## config.mk

```make
export PLATFORM = sky130hd
export DESIGN_NAME = layer3_window_gen_flat
export DESIGN_NICKNAME = d
export VERILOG_FILES = /design/src/rtl/layer3_window_gen_if.sv /design/src/rtl/layer3_window_gen.sv /design/src/flat_wrapper.sv
export SDC_FILE = /design/constraint.sdc
export NUM_CORES = 2
export LEC_CHECK = 0
export CORE_MARGIN = 3
export CORE_UTILIZATION = 55
export DETAILED_ROUTE_END_ITERATION = 8
export GPL_TIMING_DRIVEN = 0
export PLACE_DENSITY = 0.83
export SLEW_MARGIN = 0
export SYNTH_ARGS = -nofsm -noshare
export SYNTH_HDL_FRONTEND = slang
export SYNTH_MEMORY_MAX_BITS = 65536
export SYNTH_SLANG_ARGS = --single-unit
```

## constraint.sdc

```tcl
create_clock -name clk -period 111.7 [get_ports clk]
set_input_delay 11.17 -clock clk [delete_from_list [all_inputs] [get_ports clk]]
set_output_delay 11.17 -clock clk [all_outputs]
set_load 0.005 [all_outputs]
```

## src/rtl/layer3_window_gen_if.sv

```systemverilog
`default_nettype none
// ============================================================================
//  Module   : layer3_window_gen_if
//  Brief    : Element-stream input and 3x3-window output bundle for the window generator.
//  Revision : 1.0
// ============================================================================
interface layer3_window_gen_if #(
    parameter int DATA_W = 128
);
    logic                in_valid;
    logic [DATA_W-1:0]   in_data;
    logic                in_ready;
    logic                out_valid;
    logic                out_ready;
    logic [9*DATA_W-1:0] out_win;
    logic                out_last;

    modport master (
        output in_valid, in_data, out_ready,
        input  in_ready, out_valid, out_win, out_last
    );

    modport slave (
        input  in_valid, in_data, out_ready,
        output in_ready, out_valid, out_win, out_last
    );
endinterface
`default_nettype wire

```

## src/rtl/layer3_window_gen.sv

```systemverilog
`default_nettype none
// ============================================================================
//  Module   : layer3_window_gen
//  Brief    : Sliding 3x3 window generator over a square row-major feature map.
//  Revision : 1.0
// ============================================================================
module layer3_window_gen #(
    parameter int DATA_W  = 128,
    parameter int ROW_LEN = 14
) (
    input  wire logic          clk,
    input  wire logic          rst,
    layer3_window_gen_if.slave bus
);
    localparam int                 c_CNT_W = (ROW_LEN > 1) ? $clog2(ROW_LEN) : 1;
    localparam logic [c_CNT_W-1:0] c_LAST  = c_CNT_W'(ROW_LEN - 1);
    localparam logic [c_CNT_W-1:0] c_TWO   = c_CNT_W'(2);

    logic [DATA_W-1:0]   r_dl1 [ROW_LEN];
    logic [DATA_W-1:0]   r_dl2 [ROW_LEN];
    logic [DATA_W-1:0]   r_tap [3][3];
    logic [c_CNT_W-1:0]  r_col;
    logic [c_CNT_W-1:0]  r_row;
    logic                r_out_valid;
    logic                r_out_last;

    logic                w_accept;
    logic                w_produce;
    logic                w_last_pos;
    logic [DATA_W-1:0]   w_dl1_out;
    logic [DATA_W-1:0]   w_dl2_out;
    logic [9*DATA_W-1:0] w_win;

    assign bus.in_ready  = !r_out_valid || bus.out_ready;
    assign w_accept      = bus.in_valid && bus.in_ready;
    assign w_dl1_out     = r_dl1[ROW_LEN-1];
    assign w_dl2_out     = r_dl2[ROW_LEN-1];
    assign w_produce     = (r_row >= c_TWO) && (r_col >= c_TWO);
    assign w_last_pos    = (r_row == c_LAST) && (r_col == c_LAST);

    always_ff @(posedge clk) begin
        if (rst) begin
            r_col <= '0;
            r_row <= '0;
        end else if (w_accept) begin
            if (r_col == c_LAST) begin
                r_col <= '0;
                r_row <= (r_row == c_LAST) ? '0 : r_row + 1'b1;
            end else begin
                r_col <= r_col + 1'b1;
            end
        end
    end

    // Line buffers carry over frame seams; windows touching old rows are never produced.
    always_ff @(posedge clk) begin
        if (rst) begin
            for (int i = 0; i < ROW_LEN; i++) begin
                r_dl1[i] <= '0;
                r_dl2[i] <= '0;
            end
        end else if (w_accept) begin
            r_dl1[0] <= bus.in_data;
            r_dl2[0] <= w_dl1_out;
            for (int i = 1; i < ROW_LEN; i++) begin
                r_dl1[i] <= r_dl1[i-1];
                r_dl2[i] <= r_dl2[i-1];
            end
        end
    end

    always_ff @(posedge clk) begin
        if (rst) begin
            for (int i = 0; i < 3; i++) begin
                for (int j = 0; j < 3; j++) begin
                    r_tap[i][j] <= '0;
                end
            end
        end else if (w_accept) begin
            for (int i = 0; i < 3; i++) begin
                r_tap[i][0] <= r_tap[i][1];
                r_tap[i][1] <= r_tap[i][2];
            end
            r_tap[0][2] <= w_dl2_out;
            r_tap[1][2] <= w_dl1_out;
            r_tap[2][2] <= bus.in_data;
        end
    end

    // Taps only move on accept, and accept is blocked while a window stalls,
    // so the tap array itself serves as the held output window.
    always_ff @(posedge clk) begin
        if (rst) begin
            r_out_valid <= 1'b0;
            r_out_last  <= 1'b0;
        end else if (w_accept && w_produce) begin
            r_out_valid <= 1'b1;
            r_out_last  <= w_last_pos;
        end else if (bus.out_ready) begin
            r_out_valid <= 1'b0;
            r_out_last  <= 1'b0;
        end
    end

    always_comb begin
        w_win = '0;
        for (int k = 0; k < 9; k++) begin
            w_win[k*DATA_W +: DATA_W] = r_tap[k/3][k%3];
        end
    end

    assign bus.out_win   = w_win;
    assign bus.out_valid = r_out_valid;
    assign bus.out_last  = r_out_last;
endmodule
`default_nettype wire

```

## src/flat_wrapper.sv

```systemverilog
// flat-port wrapper written by rule: the top's interface ports become plain ports
module layer3_window_gen_flat 
#(
    parameter int DATA_W  = 128,
    parameter int ROW_LEN = 14
)
  (clk, rst, bus_in_valid, bus_in_data, bus_out_ready, bus_in_ready, bus_out_valid, bus_out_win, bus_out_last);
  layer3_window_gen_if #(.DATA_W(DATA_W)) bus_i ();
  input  wire logic clk;
  input  wire logic rst;
  input wire logic [$bits(bus_i.in_valid)-1:0] bus_in_valid;
  input wire logic [$bits(bus_i.in_data)-1:0] bus_in_data;
  input wire logic [$bits(bus_i.out_ready)-1:0] bus_out_ready;
  output wire logic [$bits(bus_i.in_ready)-1:0] bus_in_ready;
  output wire logic [$bits(bus_i.out_valid)-1:0] bus_out_valid;
  output wire logic [$bits(bus_i.out_win)-1:0] bus_out_win;
  output wire logic [$bits(bus_i.out_last)-1:0] bus_out_last;
  assign bus_i.in_valid = bus_in_valid;
  assign bus_i.in_data = bus_in_data;
  assign bus_i.out_ready = bus_out_ready;
  assign bus_in_ready = bus_i.in_ready;
  assign bus_out_valid = bus_i.out_valid;
  assign bus_out_win = bus_i.out_win;
  assign bus_out_last = bus_i.out_last;
  layer3_window_gen #(.DATA_W(DATA_W), .ROW_LEN(ROW_LEN)) u_core (.clk(clk), .rst(rst), .bus(bus_i));
endmodule
```

Word level (Yosys, flattened, before mapping)
Memories as Yosys holds them, arrays and structs flattened.
Index checks and enable logic that the tools add are counted.
Widths: inputs -> output; s select.

operators by class
  bitwise logic cells = 37
  muxes and demuxes = 47
  magnitude comparators = 2
  equality and inequality tests = 2
  reductions and logical operators = 8
  add/sub/neg operators = 2

operators by type and width
  operator             number
  $mux 128             37
  $or 1x1->1           37
  $add 4x1->4 const B  2
  $eq 4x4->1 const B   2
  $ge 4x2->1 const B   2
  $mux 1               8
  $mux 4               2
  $logic_and 1x1->1    4
  $reduce_and 2->1     1
  $reduce_bool 2->1    1
  $logic_not 1->1      1
  $logic_or 1x1->1     1

storage, ports and cells
  input port bits = 132
  memory bits (writable) = 4,736
  flip-flop bits (word level) = 10
  word-level logic and storage cells = 105
  memories = 3
  output and inout bits = 1,155

memory list
  memory        words  bits a word  read ports  clocked after Yosys merged registers in  wr ports  line                     text
  u_core.r_dl1  14     128          14          0                                        14        layer3_window_gen.sv:19  logic [DATA_W-1:0] r_dl1 [ROW_LEN];
  u_core.r_dl2  14     128          14          0                                        14        layer3_window_gen.sv:20  logic [DATA_W-1:0] r_dl2 [ROW_LEN];
  u_core.r_tap  3      384          3           0                                        3         layer3_window_gen.sv:21  logic [DATA_W-1:0] r_tap [3][3];

Depth between registers and ports, before layout
  depth after elaboration = 7
  gate-level depth with buffers = 8
  mapped depth without buffers = 4

Least setup slack after synthesis
No wires, ideal clock.

  kind = input to register
  start = in bus_out_ready
  end = mem u_core.r_dl1[7][104], in the netlist u_core.r_dl1[0][1000], enable pin
  buffers on the path = 2
  required time = 107.289 ns
  path slack = 16.737 ns
  setup time = 4.411 ns
  data arrival time = 90.552 ns
  stages = 5
  cell sequence = nor2b_1 > buf_2 > inv_1 > clkbuf_1 > a21o_1

RTL lines
  what             line                     text
  start, declared  flat_wrapper.sv:13       input wire logic [$bits(bus_i.out_ready)-1:0] bus_out_ready;
  end, declared    layer3_window_gen.sv:19

Worst setup path in the final report
  start = in bus_out_ready
  end = out bus_in_ready

between the ends
  word-level cells in the longest chain between the ends = 1

ends and longest elaborated chain
  what              line                     text
  $logic_or 1x1->1  layer3_window_gen.sv:34  assign bus.in_ready = !r_out_valid || bus.out_ready;
  end, declared     flat_wrapper.sv:14       output wire logic [$bits(bus_i.in_ready)-1:0] bus_in_ready;

No other way between the ends.

==> flow_summary.yaml <==
outcome:
  status: "finished, final reports clean"
layout:
  nets: 11090
  final_cell_count_no_fill: 14970
  multi_input_area_sq_um: 25170
  fill_cells: 17310
  area_delta_synth_final_pct: 20.83
  regArea_sq_um: 119400
  drive_gt1_share_pct: 14.53
route:
  remaining_drc_errors: 0
  drt_iter0_markers: 4314
  wl_per_cell_um: 21.56
  routed_wl_um: 322800
  num_vias: 72070
  drt.antenna.violating_nets: 0
  drtPass1Iterations: 5
  vias_per_cell: 4.815
clocking:
  post_cts_buffers: 0
  hold_buffers: 0
  cts.sinks: 3978
  cts.clk_slew.worst_paths_ns: 0.06
  cts-htree-levels: 5
  cts_buffers: 397
  cts_tree: "built"
  cts_resized: 0
  clockRootBuffer: "clkbuf_16"
  clock_latency_ns: 0.90
  clock_path_buffers: 4
synth:
  synth.most_common_cell: "edfxtp_1"
  syn_inst: 9215
  netlist_top_cells_count: "edfxtp_1 (3968), and2_1 (2945), nor2b_1 (1028)"
  ys_async_sr_fraction_pct: 0
  synth_top_area_share_pct: 78.20
  synth-main-ff-cell: "edfxtp_1"
  synthTopCellsByArea: "edfxtp_1 (78%), and2_1 (12%), nor2b_1 (4.2%)"
  ys_seq_area_share_pct: 78.33
  synth_area_sq_um: 152400
  synth.avg_cell_area_sq_um: 16.53
  ys_ff_latch: 3978
  synth_nets: 9347
  synth_top_area_cell: "edfxtp_1"
  yosys_warnings: 0
  yosysUniqueCellTypes: 39
  synth_edf_count: 3968
setup_path:
  start_kind: "input port"
  end_kind: "output port"
  critPathKind: "in -> out"
  cp_max_fo: 10
  worstPathRequired_ns: 100.53
  cp.arrival_ns: 13.02
placed_design:
  dp.cells: 14240
  post-place-ws_ns: 87.59
  dp_hpwl_um: 238300
  portBuffers: 1285
  gp_congestion: 0.9717
floorplan:
  rows: 192
  die_x_um: 532.3
  start_util_pct: 55.49
  die_h_um: 532.3
  io-pin-count: 1287
  dieArea_sq_um: 283400
  coreArea_sq_um: 274600
sta:
  slew_headroom_pct: 9.754
  fin_skew_ns: 0.05593
  rsz0062_at_grt: "false"
  worst-slew-pin-transition_ns: 1.354
  period_minus_slack_ns: 24.19
  worst_slack_ns: 87.51
  setup_violations: 0
  hold_viol: 0
  period_share_pct: 21.66
  timing.setup.tns_ns: 0
  fmax_ghz: 0.04133
  maxSlewViolCount: 0
pwr:
  combPwrFrac_pct: 6.1
  power_density_nw_per_um2: 17.81
  swShare_pct: 20.59
  internal-power_mw: 2.603
  totalPowerFinal_mw: 3.278
  power.leakage_nw: 71.87
  p_clk_share_pct: 39.4
  net-switching-power_uw: 675.1
  vdd_drop_max_mv: 0.01431
  p_seq_share_pct: 54.5
run:
  cap_violations: 0
grt:
  antenna_found_initial: 12
  grt_pass1_wl_um: 470000
  overflow: 0
  grt_usage_pct: 22.58
  grt_pass1_vias: 75350
  grt_max_degree: 87
worst_hold_path:
  worstHoldPathType: "reg -> reg"
## metal layers
| layer | track usage (%) | routed length, um | up-vias |
|---|---|---|---|
| met2 | 44.79 | 184900 | 1969 |
| met4 | 12.54 | 20460 | 2 |
| met1 | 20.90 | 99430 | 34920 |
| met3 | 4.799 | 17950 | 666 |
| li1 | - | - | 34510 |
| met5 | 0 | 13 | - |
## path summary, 6_finish.rpt
path | endpoint | cells after the start | slack [ns] | from
hold reg to reg | u_core.r_tap[0][97] | 1 | 0.49 | u_core.r_dl2[0][1761]
setup / recovery | bus_in_ready | 6 | 87.51 | bus_out_ready
setup reg to reg | u_core.r_dl2[0][1756] | 14 | 105.98 | u_core.bus.out_valid
hold / removal | u_core.r_tap[0][97] | 1 | 0.49 | u_core.r_dl2[0][1761]
## critical path, cell delays in order
cell and delay [ns]:
clkdlybuf4s50_1 0.49, nor2b_1 0.05, buf_2 0.16, inv_1 0.09
clkbuf_1 0.41, clkdlybuf4s50_1 0.65
## power groups by stage
stage | combinational (mW) | sequential, mW | clock (mW)
floorplan | 0.0959 | 2.04 | 0
global placement | 0.191 | 2.13 | 0
detailed placement | 0.203 | 1.82 | 0
CTS | 0.205 | 1.79 | 1.32
global route | 0.216 | 1.79 | 1.37
finish | 0.200 | 1.79 | 1.29
## layout by cell type, fill, tap and decap left out, types with 4 or more instances in the layout
cell type | synthesis | routed
clkinv_2 | 0 | 76
nand4_1 | 6 | 6
bufinv_16 | 0 | 37
clkbuf_1 | 191 | 268
inv_6 | 0 | 9
a21oi_1 | 7 | 7
buf_4 | 782 | 782
clkinvlp_4 | 0 | 14
clkbuf_2 | 20 | 20
clkinv_16 | 0 | 4
dfxtp_1 | 10 | 10
edfxtp_1 | 3968 | 3968
clkinv_1 | 0 | 89
buf_2 | 214 | 214
clkbuf_16 | 0 | 405
buf_6 | 6 | 6
diode_2 | 0 | 6
and2_1 | 2945 | 2945
buf_16 | 0 | 55
nor2b_1 | 1028 | 1028
clkdlybuf4s50_1 | 0 | 1285
## metrics by stage
step           utilization (%)  hold WS [ns]  cell area (sq um)
2_1_floorplan                -        0.4544             152400
3_3_place_gp             61.85        0.4645             169800
3_5_place_dp             62.42        0.4798             171400
4_1_cts                  67.04        0.4847             184100
5_1_grt                  67.04        0.4922             184100
6_report                 67.05        0.4908             184100
## cell families after synthesis
logic type,share of synthesized area [%]
multiplexers,0.02053
AO/OA/AOI/OAI,0.06898
AND/OR/NAND/NOR,16.42
buffers and inverters,5.156
flip-flops,78.33
## area by class of cell
cell class	count	share of cell area (%)
clock buffer	485	5.684
antenna	6	0.008156
timing repair buffer	1341	7.820
clock inverter	236	1.214
sequential	3978	64.83
buffer	1215	4.261
multi-input combinational	4019	13.67
inverter	3	0.006117
tap	3686	2.505
## registers in the layout (all words and copies together), names as in the netlist
signal	cells
u_core.r_row	4
u_core.r_col	4
u_core.bus.out_valid	1
u_core.r_tap	1145
u_core.r_dl1	1415
u_core.bus.out_last	1
u_core.r_dl2	1408
No activity file was read; power rests on OpenSTA's default activity.
